--- src/rtl/sys_setup.sv ---
// Systolic input skew for one operand: aligns the buffer read word, zeroes bubbles, delays lane j by j+1 stages.
// Latency: ensys_i -> lane j valid is 2+j cycles. The shift is free-running with no backpressure.
module sys_setup #(
  parameter int DATA_WIDTH = 8,
  parameter int ARRAY_SIZE = 8
) (
  input  logic                             clk_i,
  input  logic                             rst_ni,
  input  logic                             ensys_i,
  input  logic                             bubble_i,
  input  logic [ARRAY_SIZE*DATA_WIDTH-1:0] data_i,
  output logic [ARRAY_SIZE*DATA_WIDTH-1:0] data_o,
  output logic [ARRAY_SIZE-1:0]            valid_o,
  output logic                             busy_o
);

  logic                             en_q;
  logic                             bub_q;
  logic [ARRAY_SIZE*DATA_WIDTH-1:0] word;
  logic [ARRAY_SIZE-1:0]            lane_busy;

  always_ff @(posedge clk_i or negedge rst_ni) begin
    if (!rst_ni) begin
      en_q  <= 1'b0;
      bub_q <= 1'b0;
    end else begin
      en_q  <= ensys_i;
      bub_q <= ensys_i & bubble_i;
    end
  end

  // The read word is only meaningful one cycle after an issued, non-bubble address.
  assign word = (en_q && !bub_q) ? data_i : '0;

  for (genvar j = 0; j < ARRAY_SIZE; j++) begin : g_lane
    logic [(j+1)*DATA_WIDTH-1:0] dsr;
    logic [j:0]                  vsr;

    if (j == 0) begin : g_first
      always_ff @(posedge clk_i or negedge rst_ni) begin
        if (!rst_ni) begin
          dsr <= '0;
          vsr <= '0;
        end else begin
          dsr <= word[DATA_WIDTH-1:0];
          vsr <= en_q;
        end
      end
    end else begin : g_rest
      // Newest entry at the bottom; the oldest (output) stage sits in the top slot.
      always_ff @(posedge clk_i or negedge rst_ni) begin
        if (!rst_ni) begin
          dsr <= '0;
          vsr <= '0;
        end else begin
          dsr <= {dsr[j*DATA_WIDTH-1:0], word[j*DATA_WIDTH +: DATA_WIDTH]};
          vsr <= {vsr[j-1:0], en_q};
        end
      end
    end

    assign data_o[j*DATA_WIDTH +: DATA_WIDTH] = dsr[(j+1)*DATA_WIDTH-1 -: DATA_WIDTH];
    assign valid_o[j]                         = vsr[j];
    assign lane_busy[j]                       = |vsr;
  end

  assign busy_o = en_q | (|lane_busy);

endmodule

--- config.mk ---
export PLATFORM = sky130hd
export DESIGN_NAME = sys_setup
export DESIGN_NICKNAME = d
export VERILOG_FILES = /design/src/rtl/sys_setup.sv
export SDC_FILE = /design/constraint.sdc
export NUM_CORES = 1
export LEC_CHECK = 0
export CORE_MARGIN = 5
export CORE_UTILIZATION = 52
export CTS_CLUSTER_SIZE = 8
export DETAILED_ROUTE_END_ITERATION = 7
export HOLD_SLACK_MARGIN = 0.03
export PLACE_DENSITY = 0.78
export SKIP_CTS_REPAIR_TIMING = 1
export SYNTH_ARGS = -nofsm -noshare
export SYNTH_HDL_FRONTEND = slang
export SYNTH_SLANG_ARGS = --single-unit
export TNS_END_PERCENT = 5
--- constraint.sdc ---
create_clock -name clk_i -period 1.15 [get_ports clk_i]
set_input_delay 0.23 -clock clk_i [delete_from_list [all_inputs] [get_ports clk_i]]
set_output_delay 0.23 -clock clk_i [all_outputs]
set_load 0.05 [all_outputs]
After elaboration in Yosys (flattened, before gate mapping)
Index checks and enable logic that the tools add are counted.
{ "totals": {"inputBits": 68, "wordCells": 24, "reg_bits": 326, "out_inout_bits": 73} }
{ "op_classes": {"muxes": 1, "reduce_logical": 3, "n_bitwise": 2} }
{ "op_table": {"columns": ["cell", "count"], "rows": [
  ["64-bit two-way mux", 1],
  ["36-bit OR reduction", 1],
  ["1-bit bitwise AND", 1],
  ["1-bit logical AND", 1],
  ["1-bit logical NOT", 1],
  ["1-bit bitwise OR", 1]
]} }

Logic depth before layout (Yosys ltp)
{ "depth": {"word_depth": 3, "mapped_depth": 4, "ltp_nobuf": 2} }

Least setup slack after synthesis
No wires, ideal clock.
{ "synth_path": {"path_type": "reg2out", "start": "register g_lane[4].vsr[2]", "end": "output busy_o", "path_stages_with_launch": 3, "t_arrival_ns": 1.309, "t_required_ns": 0.920, "slack_ns": -0.389, "cell_sequence": "dfrtp_1 nor4_1 nand3_1"} }
{ "synth_between": {"elab_chain_cells": 2} }
{ "synth_lines": {"columns": ["element", "line_no", "text"], "rows": [
  ["from (decl)", "37", "logic [j:0] vsr;"],
  ["from (signal assigned)", "57", "vsr <= {vsr[j-1:0], en_q};"],
  ["36-bit OR reduction", "67", "assign busy_o = en_q | (|lane_busy);"],
  ["1-bit bitwise OR", "67", null],
  ["to (decl)", "14", "output logic busy_o"]
]} }
Every way passes these cells.

Final worst setup path
Same ends and word-level chain as after synthesis.

==> out/metrics.csv <==
metric,value,unit
synth.area.mux_share,0,%
mappedNetlistArea,8460,µm²
cts_root_buf,clkbuf_16,
violations,negative setup slack,
crit_required,0.92,ns
endpoint_kind,output port,
place.detailed.hpwl,8670,µm
synth_adder_area_share,0,%
cp-start-kind,register,
combPwrFrac,7.2,%
finalCritPeriodShare,150,%
post_drt_via_cell_ratio,4.43,
synthTopCellsByCount,"298 x dfrtp_1, 57 x buf_4, 37 x and2_1",
rsz0062_at_grt,true,
p_seq_share,47.8,%
ys_ff_latch,298,
clockPowerShare,44.9,%
finalCriticalPeriod,1.72,ns
synth_ff_type,dfrtp_1,
yosysWarnings,0,
fin_ws,-0.574,ns
synthTopCellsByArea,"dfrtp_1 88%, buf_4 5.1%, and2_1 2.7%",
hold_class,in -> async,
fp.dieH,138,µm
syn_inst,432,
cts_sinks,298,
drtIter0Drc,135,
finalSetupViolCount,73,
synthXorXnorAreaFrac,0,%
ant_nets,0,
cellLeakagePower,5.72,nW
synth_most_common_cell,dfrtp_1,
die-area,18900,µm²
run_status,"complete, but fails checks",
dp_cells,744,
hold_viol_final,0,
synth_compound_area_share,0,%
cp_top_family,flip-flops,
arrival,1.49,ns
seq_area_frac_synth,88.1,%
ios,141,
crit_path_max_incr_delay,0.42,ns
die_x,138,µm
antenna_cells,0,
core-area,15900,µm²
port_buffers,140,
relSlewSlack,79.3,%
synth_fp_nets,500,
grt_max_degree,55,
synth_area_per_cell,19.6,µm²
antenna_found_initial,0,
wl_per_cell,17.8,µm
synth_cell_types,11,
worstReg2RegStart,en_q,
cts-buffers-inserted,43,
clockBufferDepth,3,
cellPowerDensity,2010,nW/µm²
synth_top_area_share,88.1,%
drive_gt1_share,30.6,%
fillCellCount,895,
area_delta_synth_final,39.2,%
switchingPower,5.01,mW
grt_first_pass_wirelength,23300,µm
synth_top_family_by_area,buffers and inverters,
worstPathMaxFanout,2,
routed_wl,14100,µm
final_cell_count_no_fill,794,
final_nets,643,
crit_chain,nor4_4 -> nand3_2 -> buf_6,
slew_viol_final,0,
cap_violations,0,
first_pass_iters,3,
fin_skew,0.0170,ns
rr_endpoint,g_lane[5].dsr[6],
critical_path_class,reg -> out,
grt_pass1_vias,4254,
yosys.area_share.simple,5.62,%
place_ws,-0.118,ns
cts_tree,built,
worst-path-buf-inv,1,
r2r_cells,3,
grt-ovfl-total,0,
std_cell_rows,46,
synth_area_leader_cell,dfrtp_1,
tns,-10.82,ns
crit_path_top_delay_cell,dfrtp_2,
initial_core_util,53.1,%
async_flop_share,100,%
clock_latency,0.51,ns
htreeDepth,2,
synth_edf_count,0,
internal_power,18.6,mW
gp_congestion,0.700,
rrSetupSlack,0.11,ns
fmax,580,MHz
peakVddDrop,0.00127,V
clk_pin_slew,0.05,ns
num_vias,3516,
grt_use_total,16.4,%
p_sw_share,21.2,%
drc,0,
tightest_slew,0.311,ns
[layout by cell type (no fill, tap or decap), drive strengths merged]
| master | count |
|---|---|
| dfrtp | 298 |
| buf | 95 |
| clkdlybuf4s50 | 66 |
| and2 | 65 |
| clkbuf | 45 |
| clkinv | 2 |
| nor2b | 1 |
| nor2 | 1 |
| nor4 | 1 |
| nor3 | 1 |
| nand3 | 1 |
| inv | 1 |
| dlygate4sd3 | 1 |
[through the flow]
step	utilization [%]	hold slack [ns]	power [mW]	cell area [µm²]
floorplan	-	-0.0656	12.1	8480
global placement	66.4	0.129	13.1	10600
detailed placement	66.4	0.132	13.2	10600
CTS	73.5	-0.410	24.0	11700
global route	73.9	0.191	24.6	11800
finish	73.9	0.199	23.6	11800
[layout make-up]
cell class                      count  area (µm²)  area share, %
Clock buffer                       45        1100           9.38
Multi-Input combinational cell     70         495           4.21
Sequential cell                   298        7460           63.4
Tap cell                          216         270           2.29
Clock inverter                      3        33.8          0.287
Timing Repair Buffer              162        2410           20.5
[cells by family after synthesis]
kind of cell,after synthesis
buffers and inverters,64
DFF,298
and+or+nand+nor,70
[worst max path at each step]
stage | startpoint | endpoint | cells after the start
global route | g_lane[4].vsr[2] | busy_o | 3
global placement | g_lane[4].vsr[2] | busy_o | 3
CTS | g_lane[4].vsr[2] | busy_o | 3
detailed placement | g_lane[4].vsr[2] | busy_o | 3
finish | g_lane[4].vsr[2] | busy_o | 3
floorplan | g_lane[4].vsr[2] | busy_o | 2
[layer usage]
layer | global-route usage (%) | share of wire [%]
met3 | 5.84 | 7.3
met4 | 6.37 | 1.8
met5 | 0 | 0
met1 | 19.8 | 37
met2 | 27.2 | 54
[flip-flops by register name, summed over array words and instances (netlist names)]
signal / cells
g_lane.vsr: 8
en_q: 1
g_lane.dsr: 288
bub_q: 1
[worst reg2reg max path, delay by kind of cell, from the launching register on]
| kind | cells | cell delay, ns |
|---|---|---|
| flip-flops | 1 | 0.39 |
| AND/OR/NAND/NOR | 2 | 0.37 |
| buffers and inverters | 1 | 0.16 |
[power by group through the flow]
| stage | registers [mW] | logic (mW) | clock network (mW) |
|---|---|---|---|
| after floorplan | 11.4 | 0.689 | 0 |
| after global placement | 11.4 | 1.66 | 0 |
| after detailed placement | 11.4 | 1.71 | 0 |
| after CTS | 11.3 | 1.72 | 10.9 |
| after global routing | 11.3 | 1.81 | 11.4 |
| final | 11.3 | 1.71 | 10.6 |
Note: power is estimated with default switching activity, not from simulation.
